[src/rtl/fetch_unit_v2.sv]
// Instruction store and fetch stage. Holds program memory (loaded through the
// write port), owns the fetch PC, applies branch/jump redirects, runs a short
// interrupt entry sequence and inserts bubbles on load-use / pop-use hazards.
module fetch_unit_v2 #(
  parameter int unsigned DATA_W     = 16,
  parameter int unsigned ADDR_W     = 16,
  parameter int unsigned DEPTH_LOG2 = 6,
  parameter int unsigned RESET_PC   = 32,
  parameter int unsigned IRQ_VEC    = 0,
  parameter int unsigned LOAD_OPC   = 10,
  parameter int unsigned POP_OPC    = 9
) (
  input  logic              clk,
  input  logic              rst,
  input  logic              wr_en,
  input  logic [ADDR_W-1:0] wr_addr,
  input  logic [DATA_W-1:0] wr_data,
  input  logic              stall_in,
  input  logic              jump_taken,
  input  logic [ADDR_W-1:0] jump_addr,
  input  logic              direct_jump,
  input  logic [ADDR_W-1:0] direct_addr,
  input  logic              irq,
  output logic [DATA_W-1:0] instr,
  output logic              instr_valid,
  output logic [ADDR_W-1:0] pc_out,
  output logic [ADDR_W-1:0] ret_pc,
  output logic              irq_save,
  output logic              hazard
);

  localparam int unsigned DEPTH = 2 ** DEPTH_LOG2;

  localparam logic [ADDR_W-1:0] ResetPc = ADDR_W'(RESET_PC);
  localparam logic [ADDR_W-1:0] IrqVec  = ADDR_W'(IRQ_VEC);
  localparam logic [4:0]        LoadOpc = 5'(LOAD_OPC);
  localparam logic [4:0]        PopOpc  = 5'(POP_OPC);

  typedef enum logic [1:0] {
    StRun,
    StIrqSave,
    StIrqFetch
  } state_e;

  logic [DATA_W-1:0] mem [DEPTH];

  state_e            state_q, state_d;
  logic [ADDR_W-1:0] fetch_pc_q, fetch_pc_d;
  logic              irq_q;

  logic [DATA_W-1:0] instr_d;
  logic              instr_valid_d;
  logic [ADDR_W-1:0] pc_out_d;
  logic [ADDR_W-1:0] ret_pc_d;
  logic              irq_save_d;
  logic              hazard_d;

  logic              irq_edge;
  logic              redirect;
  logic [ADDR_W-1:0] target;
  logic [DATA_W-1:0] cand;
  logic [DATA_W-1:0] vec_word;
  logic              is_hazard;
  logic              load_hit;
  logic              pop_hit;

  // Addresses at or above DEPTH are outside the store.
  function automatic logic in_range(input logic [ADDR_W-1:0] a);
    return (a >> DEPTH_LOG2) == '0;
  endfunction

  // Program load port; out-of-range writes are silently dropped.
  always_ff @(posedge clk) begin
    if (wr_en && in_range(wr_addr)) begin
      mem[wr_addr[DEPTH_LOG2-1:0]] <= wr_data;
    end
  end

  // Fetch target selection, candidate word lookup and hazard detection.
  always_comb begin
    irq_edge = irq & ~irq_q & ~wr_en;
    redirect = jump_taken | direct_jump;
    if (jump_taken) begin
      target = jump_addr;
    end else if (direct_jump) begin
      target = direct_addr;
    end else begin
      target = fetch_pc_q;
    end
    cand     = in_range(target) ? mem[target[DEPTH_LOG2-1:0]] : '0;
    vec_word = in_range(IrqVec) ? mem[IrqVec[DEPTH_LOG2-1:0]] : '0;
    // A bubble in the decode slot never produces a hazard.
    load_hit = (instr[15:11] == LoadOpc) &&
               ((instr[7:5] == cand[7:5]) || (instr[7:5] == cand[10:8]));
    pop_hit  = (instr[15:11] == PopOpc) &&
               ((instr[10:8] == cand[7:5]) || (instr[10:8] == cand[10:8]));
    is_hazard = instr_valid & (load_hit | pop_hit);
  end

  // Next-state and output logic; everything holds unless a branch below says otherwise.
  always_comb begin
    state_d       = state_q;
    fetch_pc_d    = fetch_pc_q;
    instr_d       = instr;
    instr_valid_d = instr_valid;
    pc_out_d      = pc_out;
    ret_pc_d      = ret_pc;
    irq_save_d    = irq_save;
    hazard_d      = hazard;

    unique case (state_q)
      StRun: begin
        if (wr_en) begin
          // Program-load mode freezes the whole fetch stage.
        end else if (irq_edge) begin
          // Save slot: target already folds in any redirect present on this edge.
          state_d       = StIrqSave;
          instr_d       = '0;
          instr_valid_d = 1'b0;
          irq_save_d    = 1'b1;
          hazard_d      = 1'b0;
          ret_pc_d      = target;
        end else if (redirect || !stall_in) begin
          if (is_hazard) begin
            // Insert a bubble and refetch the same word next cycle.
            instr_d       = '0;
            instr_valid_d = 1'b0;
            hazard_d      = 1'b1;
            fetch_pc_d    = target;
          end else begin
            instr_d       = cand;
            instr_valid_d = 1'b1;
            pc_out_d      = target;
            fetch_pc_d    = target + ADDR_W'(1);
            hazard_d      = 1'b0;
          end
        end
      end
      StIrqSave: begin
        if (!wr_en) begin
          state_d    = StIrqFetch;
          irq_save_d = 1'b0;
        end
      end
      StIrqFetch: begin
        if (!wr_en) begin
          // Vector fetch skips the hazard check: the slot before it is a bubble.
          state_d       = StRun;
          instr_d       = vec_word;
          instr_valid_d = 1'b1;
          pc_out_d      = IrqVec;
          fetch_pc_d    = IrqVec + ADDR_W'(1);
          hazard_d      = 1'b0;
        end
      end
      default: begin
        state_d = StRun;
      end
    endcase
  end

  // Fetch state and registered decode-facing outputs.
  always_ff @(posedge clk or negedge rst) begin
    if (!rst) begin
      state_q     <= StRun;
      fetch_pc_q  <= ResetPc;
      irq_q       <= 1'b0;
      instr       <= '0;
      instr_valid <= 1'b0;
      pc_out      <= '0;
      ret_pc      <= '0;
      irq_save    <= 1'b0;
      hazard      <= 1'b0;
    end else begin
      state_q     <= state_d;
      fetch_pc_q  <= fetch_pc_d;
      irq_q       <= irq;
      instr       <= instr_d;
      instr_valid <= instr_valid_d;
      pc_out      <= pc_out_d;
      ret_pc      <= ret_pc_d;
      irq_save    <= irq_save_d;
      hazard      <= hazard_d;
    end
  end

endmodule

[config.mk]
export PLATFORM = sky130hd
export DESIGN_NAME = fetch_unit_v2
export DESIGN_NICKNAME = d
export VERILOG_FILES = /design/src/rtl/fetch_unit_v2.sv
export SDC_FILE = /design/constraint.sdc
export NUM_CORES = 1
export LEC_CHECK = 0
export CORE_MARGIN = 2
export CORE_UTILIZATION = 37
export DETAILED_ROUTE_END_ITERATION = 7
export PLACE_DENSITY = 0.56
export SYNTH_ARGS = -nofsm -noshare
export SYNTH_HDL_FRONTEND = slang
export SYNTH_SLANG_ARGS = --single-unit
[constraint.sdc]
create_clock -name clk -period 4.12 [get_ports clk]
set_input_delay 1.03 -clock clk [delete_from_list [all_inputs] [get_ports clk]]
set_output_delay 1.03 -clock clk [all_outputs]
set_load 0.005 [all_outputs]
==> summary.txt <==
Yosys
  • Yosys warnings: 0
  • Register area share after synthesis: 0.7329
  • Mapped Nets: approximately 3,000
  • Primary FF master, synth: edfxtp_1
  • Post-synth EDFFs: just over 1,000
  • Syn avg cell area: roughly 15 um^2
  • Yosys reg bits: 1,094
  • Synth cell types: 76
  • Syn Std Cell Area: roughly 44,000 um^2
  • Synth Instances: roughly 2,900
  • FFs w/ async S/R, synth: 0.06399

Drt
  • Avg Vias per Cell: ~5.4
  • Drt total wl: approximately 130,000 um
  • WL per Instance: about 26 um
  • DR iter-0 viols: 2,943
  • TritonRoute pass-1 iters: 5
  • DRC Markers: 0
  • Via count: about 27,000
  • Routed Antenna Nets: 0

Setup path
  • Req. time, crit path: approximately 4.7 ns
  • Slowest CP cell: clkdlybuf4s50_1
  • Worst path arrival time: 4.67 ns
  • CP max stage delay: about 0.46 ns
  • Crit-path cells: clkdlybuf4s50_1, nand2_1, o21a_4, buf_12, inv_8, buf_8, a21oi_1, a22oi_2, o22ai_2, o31ai_1, buf_4, and4b_2, xnor2_1, nand4_1, a21boi_4, nor2_4, o21bai_4, buf_12, mux2_4
  • Buffer and inverter count on the worst path: 6
  • Worst Setup Start Kind: input port
  • Most frequent CP cell: buf_12
  • Crit path max-delay family: compound AO/OA/AOI/OAI gates
  • CP max FO: 7
  • Worst Setup End Kind: flip-flop
  • Worst Setup Path Type: in2reg

Clock network
  • CTS Buf Count: 109
  • Bufs on Longest Clock Path: 3
  • CTS tree: done
  • Root buf cell: clkbuf_16
  • Worst skew pair latency: between 0.6 and 0.7 ns
  • H-Tree Depth: 3
  • Clock sinks: around 1,100
  • Reg clk slew, reported paths: ~0.06 ns

STA
  • Minimum clock period: ~4 ns
  • Final setup margin: ~0.014 ns
  • Final setup fails: 0
  • Max Clk Rate: 243.5 MHz
  • Hold slack final: 0.4756 ns
  • Hold Vio Cnt, Final: 0
  • Worst Clk Skew: roughly 0.021 ns
  • Actual slew at the worst max-slew pin: between 1 and 1.5 ns
  • Slew Limit Fails: 0
  • Slew headroom: 0.1483
  • Fin crit share: 0.9967

Layout
  • Most common cell after layout, fill and taps aside: edfxtp_1
  • Commonest cells after routing, fill and taps aside: 1,024 x edfxtp_1, 557 x nand2_1, 327 x buf_4
  • Syn-to-layout area delta: 23.19%
  • Diodes inserted: 0
  • Non-filler cells, final: between 5,000 and 6,000
  • Share of cells above drive strength 1: 0.2515
  • Final Net Count: around 3,400

Placement
  • Place WS: -1.491 ns
  • Placed Cells: between 4,000 and 5,000
  • Dpl hpwl: around 84,000 um
  • GP Congestion: 0.8945
  • PortBufs: ~120

Global routing
  • Largest net degree at the start of global routing: between 70 and 80
  • Global-route wire length before repair: around 190,000 um
  • Number of global-route vias before repair: 26,568
  • Gr ovfl total: 0
  • Total GRT Usage: 0.2112
  • Initial antenna violation count: 11

Power
  • Reg power frac: 0.468
  • Switching power: roughly 6.7 mW
  • Leakage: ~19 nW
  • Pwr Total: 26.67 mW
  • Switching share of total power: 0.2510
  • Pwr dens: a little under 500 nW/um^2
  • Comb power frac: 0.155
  • Clk pwr share: 0.377
  • Pint: 19.98 mW
  • Max IR drop VDD: between 0.3 and 0.4 mV

Status
  • Status: completed

Floorplan
  • Ports: roughly 120
  • Site Rows: 127
  • Initial Util: 0.3716
  • Die width: between 300 and 400 um
  • Die H: approximately 350 um
  • Core area: roughly 120,000 um^2
  • Die area: ~120,000 um^2

Job
  • Max cap viols: 0

Hold path
  • Worst min-delay path class: reg2reg
[cell families (layout without fill, tap and decap cells)]
group | Yosys count | in the layout | synth area share
flip-flops | 1094 | 1094 | 0.7329
AND/OR/NAND/NOR | 1044 | 1045 | 0.1041
AO/OA/AOI/OAI | 300 | 300 | 0.04373
XOR/XNOR | 19 | 19 | 0.003753
adder cells (fa/ha/maj) | 1 | 1 | 0.0002821
multiplexers | 252 | 252 | 0.09683
buffers and inverters | 177 | 724 | 0.01837
[metal layers]
metal,vias to the layer above,track usage,wire [um]
li1,12031,-,-
met3,195,0.03743,10190
met1,14049,0.3027,56870
met4,22,0.06536,3894
met2,1093,0.3286,60100
met5,-,0,139
[path summary, 6_finish.rpt]
kind,startpoint,end,slack [ns],cells past startpoint
max,jump_addr[0],pc_out[0]$_DFFE_PN0P_,0.01,19
min,ret_pc[5]$_DFFE_PN0P_,ret_pc[5]$_DFFE_PN0P_,0.48,2
max reg2reg,fetch_pc_q[1]$_DFFE_PN0P_,pc_out[0]$_DFFE_PN0P_,0.13,19
min reg2reg,ret_pc[5]$_DFFE_PN0P_,ret_pc[5]$_DFFE_PN0P_,0.48,2
max in group asynchronous,rst,fetch_pc_q[13]$_DFFE_PN0P_,3.00,1
min in group asynchronous,rst,ret_pc[9]$_DFFE_PN0P_,0.51,1
[stage by stage]
| step | TNS (ns) | cell area (um^2) | util |
|---|---|---|---|
| 2_1_floorplan | -3.030 | 44400 | - |
| 6_report | 0 | 54630 | 0.4578 |
| 3_5_place_dp | -67.32 | 49780 | 0.4172 |
| 3_3_place_gp | -67.84 | 49780 | 0.4172 |
| 4_1_cts | 0 | 54040 | 0.4528 |
| 5_1_grt | -0.9739 | 54630 | 0.4578 |
[worst min-delay path, stage by stage, from the launching register on]
cell     delay, ns
dfrtp_1       0.34
nand2_1       0.04
o21ai_0       0.05
[flip-flops by register name, indices dropped and copies added, names as in the netlist]
register / flops
instr_valid: 1
hazard: 1
pc_out: 16
irq_save: 1
state_q: 2
irq_q: 1
fetch_pc_q: 16
ret_pc: 16
mem: 1024
instr: 16
[repair_timing]
item                                    CTS  global route
pin swaps                                29            48
endpoints found under the setup margin   50            34
cloned                                    6             3
hold buffers                              0             0
setup buffers                            16            17
gates resized for setup                  83            90
[layout make-up]
class | count | area (um^2)
repair buffers | 510 | 4708
clock buffers | 145 | 3038
flip-flops and latches | 1094 | 32500
fillers | 10306 | 64710
repair inverters | 3 | 28.78
well taps | 1612 | 2017
multi-input cells | 1617 | 11700
inverters | 6 | 56.30
clock inverters | 60 | 579.3
[power by group through the flow]
| stage | Sequential [mW] | Clock, mW | Combinational (mW) |
|---|---|---|---|
| after detailed placement | 12.7 | 0 | 3.79 |
| after global routing | 12.5 | 10.7 | 4.39 |
| after global placement | 12.7 | 0 | 3.77 |
| after floorplan | 12.7 | 0 | 1.88 |
| after CTS | 12.5 | 10.2 | 3.98 |
| final | 12.5 | 10.1 | 4.13 |
[synthesized netlist by cell type, types with 5 or more instances]
cell type,count,area share
clkbuf_1,83,0.0070
nand4_1,64,0.0090
o22ai_1,19,0.0027
a21oi_1,80,0.0090
buf_1,20,0.0017
buf_4,5,0.00085
nor2_1,119,0.010
o221ai_1,5,0.00099
nor2b_1,11,0.0016
a31oi_1,26,0.0037
xnor2_1,18,0.0036
buf_6,8,0.0020
o31ai_1,8,0.0014
a22oi_1,12,0.0020
edfxtp_1,1024,0.69
a311oi_1,5,0.00099
or4b_1,8,0.0018
a221oi_1,7,0.0014
mux2_4,10,0.0034
o21a_1,8,0.0014
nand2_1,562,0.048
buf_2,55,0.0062
or3_1,5,0.00071
nor3_1,18,0.0020
mux2_2,13,0.0033
nand3_1,210,0.024
nor4_1,11,0.0016
o21ai_0,71,0.0080
dfrtp_1,69,0.039
mux4_2,136,0.069
mux2i_1,92,0.021
a211oi_1,15,0.0025
and3_1,6,0.00085
Note: power is estimated with default switching activity, not from simulation.
==> patch 1, RTL diff (same flow settings) <==
Register the output `irq_save` once more; this adds one clock of latency there. The other outputs are not delayed to match.
--- a/src/rtl/fetch_unit_v2.sv
+++ b/src/rtl/fetch_unit_v2.sv
@@ -41,6 +41,8 @@
     StIrqSave,
     StIrqFetch
   } state_e;
+
+  logic irq_save_s0;
 
   logic [DATA_W-1:0] mem [DEPTH];
 
@@ -105,7 +107,7 @@
     instr_valid_d = instr_valid;
     pc_out_d      = pc_out;
     ret_pc_d      = ret_pc;
-    irq_save_d    = irq_save;
+    irq_save_d    = irq_save_s0;
     hazard_d      = hazard;
 
     unique case (state_q)
@@ -169,7 +171,7 @@
       instr_valid <= 1'b0;
       pc_out      <= '0;
       ret_pc      <= '0;
-      irq_save    <= 1'b0;
+      irq_save_s0 <= 1'b0;
       hazard      <= 1'b0;
     end else begin
       state_q     <= state_d;
@@ -179,10 +181,14 @@
       instr_valid <= instr_valid_d;
       pc_out      <= pc_out_d;
       ret_pc      <= ret_pc_d;
-      irq_save    <= irq_save_d;
+      irq_save_s0 <= irq_save_d;
       hazard      <= hazard_d;
     end
   end
 
+  always_ff @(posedge clk) begin
+    irq_save <= irq_save_s0;
+  end
+
 endmodule
 
Function: changed (Yosys sat finds a counterexample within 4 cycles, from zero or initial values and one cycle with rst low).
==> patch 1 against the original RTL <==
Routed wire length barely moved. Highest routed layer unchanged. Global-route usage rose by 0.13 points. Via count rose by 0.59%. Largest power group unchanged. Worst setup slack got worse by 0.21 ns. The flow now finishes with violations (setup timing). Sequential power barely moved. Utilization rose by 0.42 points. Design area rose by 0.12%. Clock skew rose by 0.013 ns. Sequential cell count rose by 1. Total power fell by 1.2%. Critical path depth fell by 1. Critical endpoint is now pc_out[3]. Area after synthesis fell by 0.21%. Largest cell class unchanged.
==> patch 1: results (changes against the original RTL) <==
[critical_path]
critPathArrivalTime_ns=4.88  ; was 4.67 ns
cp_max_fo=6  ; was 7
slowest_stage=mux4_2  ; was clkdlybuf4s50_1
cpPeakStageDelay_ns=0.54  ; was 0.46 ns
path_delay_family=multiplexers  ; was compound AO/OA/AOI/OAI gates
cp-start-kind=primary input  ; unchanged

[drt]
wl_per_cell_um=26.6  ; was 26.0 um
met3_length_mm=9.96  ; was 10.2 mm
drt_first_iter_violations=3106  ; was 2943
vias_per_cell=5.59  ; was 5.43
drt-met1-wl_mm=55.6  ; was 56.9 mm

[sta]
worst_slack_ns=-0.201  ; was 0.0137 ns
tightest_slew_ns=1.30  ; was 1.28 ns
skew_ns=0.0342  ; was 0.0212 ns
setup_viol=34  ; was 0

[global_route]
grt_usage=0.213  ; was 0.211
grt_util_met2=0.349  ; was 0.329
use_met1=0.294  ; was 0.303
grt_pass1_vias=27700  ; was 26600
grt_pass1_wl_mm=190  ; was 188 mm

[layout]
nets=3308  ; was 3413
layout.cells.non_filler=4929  ; was 5047
num-nonclk-inverters=11  ; was 9
fillerInstances=10100  ; was 10300
bufAreaShareNonClock=0.0892  ; was 0.0862
n_antenna_cell=1  ; was 0
multi_input_area_mm2=0.0117  ; about the same
clk_share=0.0634  ; was 0.0662
nClkBuffers=141  ; was 145
drive_above_1_share=0.262  ; was 0.252
n_all_buffers=511  ; was 510
ff_latch_area_mm2=0.0325  ; about the same
multi_input_cells=1510  ; was 1617

[logic_synthesis]
ys_ff_latch=1095  ; was 1094
syn_inst=2785  ; was 2887
synthXorXnorAreaFrac=0.00218  ; was 0.00375
ys.warnings.count=0  ; unchanged
synthArstFlopShare=0.0639  ; was 0.0640
synth.top_cells.by_count=edfxtp_1, nand2_1, nor2_1, mux4_2, nand3_1  ; was edfxtp_1, nand2_1, nand3_1, mux4_2, nor2_1
synth_compound_area_frac=0.0651  ; was 0.0437
muxShareOfSynthArea=0.0956  ; was 0.0968
synth_nets=2857  ; was 2959
ys_top_cells_by_area=edfxtp_1, mux4_2, dfrtp_1  ; was edfxtp_1, mux4_2, nand2_1
synth_edf_count=1024  ; unchanged
yosysUniqueCellTypes=77  ; was 76
ys_seq_area_frac=0.735  ; was 0.733

[pwr]
ir_drop_mv=0.347  ; was 0.343 mV
cellLeakagePower_nw=18.6  ; was 18.8 nW

[placed_design]
detailed_place_hpwl_mm=84.6  ; was 83.8 mm
place.gp.congestion=0.885  ; was 0.895
placed_cells=4683  ; was 4801

[run_status]
outcome=complete, but fails checks  ; was finished, final reports clean
violations=setup timing

[cts]
cts_resized=142  ; was 83
cts_setup_buffers=28  ; was 16
cts_buffers=107  ; was 109

-- patch 1: through the flow --
step,power [mW],setup TNS (ns),cell area (um^2),hold slack [ns]
finish,26.3,-3.62,54700,0.372
CTS,26.4,-0.931,54400,0.373
detailed placement,16.5,-87.67,49900,0.359
floorplan,14.6,-7.30,44400,0.348
global placement,16.5,-84.21,49900,0.363
global route,27.2,-6.60,54700,0.391
-- patch 1: power breakdown --
group	switching (mW)	internal (mW)
combinational	2.32	1.85
sequential	0.181	12.3
clock	4.22	5.44
total	6.72	19.6
-- patch 1: path summary, 6_finish.rpt --
path,from,to,slack [ns],cells past startpoint
hold / removal,irq_save_s0,irq_save,0.37,0
setup reg to reg,fetch_pc_q[1],pc_out[3],-0.08,17
setup / recovery,direct_addr[0],pc_out[3],-0.20,18
hold reg to reg,irq_save_s0,irq_save,0.37,0
min in group asynchronous,rst,ret_pc[9],0.49,1
max in group asynchronous,rst,instr[1],2.92,1
==> patch 2, RTL diff (same flow settings) <==
Without the edit above. `DATA_W`: 16 -> 18.
--- a/src/rtl/fetch_unit_v2.sv
+++ b/src/rtl/fetch_unit_v2.sv
@@ -2,7 +2,7 @@
 // write port), owns the fetch PC, applies branch/jump redirects, runs a short
 // interrupt entry sequence and inserts bubbles on load-use / pop-use hazards.
 module fetch_unit_v2 #(
-  parameter int unsigned DATA_W     = 16,
+  parameter int unsigned DATA_W     = 18,
   parameter int unsigned ADDR_W     = 16,
   parameter int unsigned DEPTH_LOG2 = 6,
   parameter int unsigned RESET_PC   = 32,
Interface: changed (resized instr and wr_data); port bits go from 122 to 126. The function was not compared with the original's and may differ.
==> patch 2 against the original RTL <==
Worst setup slack gained 0.0047 ns. Routed wire length grew 18%. Critical path type unchanged. Sequential cell count grew 130. Synthesized cell count grew 6.3%. Critical endpoint is now fetch_pc_q[12]. Sequential share of layout area grew 0.056 points. Design area grew 12%. Area after synthesis grew 11%. Final cell count grew 8.6%. Combinational power grew 19%. Total power grew 13%. Clock skew grew 0.0091 ns.
==> patch 2: results (changes against the original RTL) <==
[cts]
cts_buffers=132  ; was 109
clock-root-buffer=clkbuf_16  ; unchanged
path_clk_slew_ns=0.06  ; about the same
clk_latency_ns=0.76  ; was 0.69 ns
htreeDepth=4  ; was 3
cts_buffer_depth=3  ; unchanged

[global_route]
antenna_found_initial=2  ; was 11
grt_pass1_wl_mm=219  ; was 188 mm
grt_usage=0.225  ; was 0.211
grt_start_max_net_pins=73  ; was 71
grt_pass1_vias=29500  ; was 26600

[drt]
vias_per_cell=5.58  ; was 5.43
via_count=30600  ; was 27400
dr.pass1.iters=7  ; was 5
drt_first_iter_violations=3439  ; was 2943
wirelength_mm=155  ; was 131 mm

[layout]
largest_reg_flops=1152  ; was 1024
nets=3698  ; was 3413
drive_above_1_share=0.281  ; was 0.252

[logic_synthesis]
syn_inst=3069  ; was 2887
ys.warnings.count=0  ; unchanged
synth_edf_count=1152  ; was 1024
ys.flop_type=edfxtp_1  ; unchanged
yosysUniqueCellTypes=77  ; was 76
ys_top_cells_by_area=edfxtp_1, mux4_2, nand2_1  ; unchanged
ys_seq_area_frac=0.741  ; was 0.733
synthArstFlopShare=0.0588  ; was 0.0640
synth.top_cells.by_count=edfxtp_1, nand2_1, nand3_1, mux4_2, nor2_1  ; unchanged

[critical_path]
critPathArrivalTime_ns=4.78  ; was 4.67 ns
cp_max_fo=14  ; was 7
slowest_stage=or4_4  ; was clkdlybuf4s50_1
cp-startpoint=direct_jump  ; was jump_addr[0]
r2r-start=fetch_pc_q[1]  ; unchanged
regToRegSetupSlack_ns=0.04  ; was 0.13 ns
cpPeakStageDelay_ns=0.50  ; was 0.46 ns

[placed_design]
io_buffers=125  ; was 121
placed_cells=5196  ; was 4801
place_ws_ns=-1.40  ; was -1.49 ns
postPlaceCellArea_mm2=0.0556  ; was 0.0498 mm^2
detailed_place_hpwl_mm=101  ; was 83.8 mm
place.gp.congestion=0.955  ; was 0.895

[sta]
worst_slack_ns=0.0184  ; was 0.0137 ns
hold_viol_final=0  ; unchanged
skew_ns=0.0303  ; was 0.0212 ns
max-slew-margin-rel=0.162  ; was 0.148

[run_status]
outcome=finished, final reports clean  ; unchanged

[worst_hold_path]
hp-class=primary input to async pin  ; was register to register

[pwr]
cellLeakagePower_nw=20.8  ; was 18.8 nW
ir_drop_mv=0.308  ; was 0.343 mV

patch 2: layer usage:
| layer | GRT usage | routed length [um] | part of all wire | vias up |
|---|---|---|---|---|
| met1 | 0.315 | 65300 | 0.42 | 15900 |
| met5 | 0 | 0 | 0 | - |
| met4 | 0.0794 | 5380 | 0.035 | 0 |
| li1 | - | - | - | 13200 |
| met2 | 0.354 | 72500 | 0.47 | 1303 |
| met3 | 0.0374 | 11400 | 0.074 | 253 |
patch 2: worst max-delay path, delay by kind of cell:
kind / cells / cell delay [ns]
AO/OA/AOI/OAI: 6 / 1.12
buffers and inverters: 8 / 1.08
AND/OR/NAND/NOR: 4 / 1.04
multiplexers: 1 / 0.34
XOR/XNOR: 1 / 0.14
patch 2: worst paths after layout:
kind	to	cells after the start
setup / recovery	fetch_pc_q[12]	20
hold / removal	pc_out[0]	1
setup reg to reg	fetch_pc_q[12]	19
hold reg to reg	ret_pc[4]	2
max in group asynchronous	instr[1]	1
min in group clk	ret_pc[4]	2
patch 2: logic make-up (layout without fill, tap and decap cells):
logic type | count (synthesis) | after routing | synth area share
other | 0 | 1 | 0
muxes | 281 | 281 | 0.0986
AOI/OAI and AO/OA | 372 | 372 | 0.0531
xor gates and xnor gates | 13 | 13 | 0.00232
buffers and inverters | 192 | 848 | 0.0174
DFF | 1224 | 1224 | 0.741
and+or+nand+nor | 986 | 986 | 0.0874
adders and majority gates | 1 | 1 | 0.000255
patch 2: timing repair:
action,4_1_cts,5_1_grt
buffers inserted,24,17
endpoints found under the hold margin,0,0
cloned,11,3
pin swaps,29,25
setup endpoints to repair,52,51
resized for setup,126,67
patch 2: per-stage QoR:
stage	setup TNS (ns)	hold slack (ns)
6_report	0	0.443
5_1_grt	-0.0392	0.498
4_1_cts	0	0.455
3_5_place_dp	-68.46	0.475
3_3_place_gp	-68.77	0.466
2_1_floorplan	-1.85	0.448
patch 2: layout make-up:
cell class,instances,area (um^2)
fillers,11400,70500
flip-flops and latches,1224,36400
multi-input cells,1653,12600
repair buffers,600,5660
clock buffers,165,3510
well taps,1755,2200
clock inverters,70,641
inverters,9,70.1
repair inverters,4,53.8
diodes,1,2.50
patch 2: power breakdown:
part / total [mW] / switching [mW] / internal [mW]
Clock: 11.4 / 4.96 / 6.42
Combinational: 4.90 / 2.79 / 2.11
Sequential: 14.0 / 0.171 / 13.8
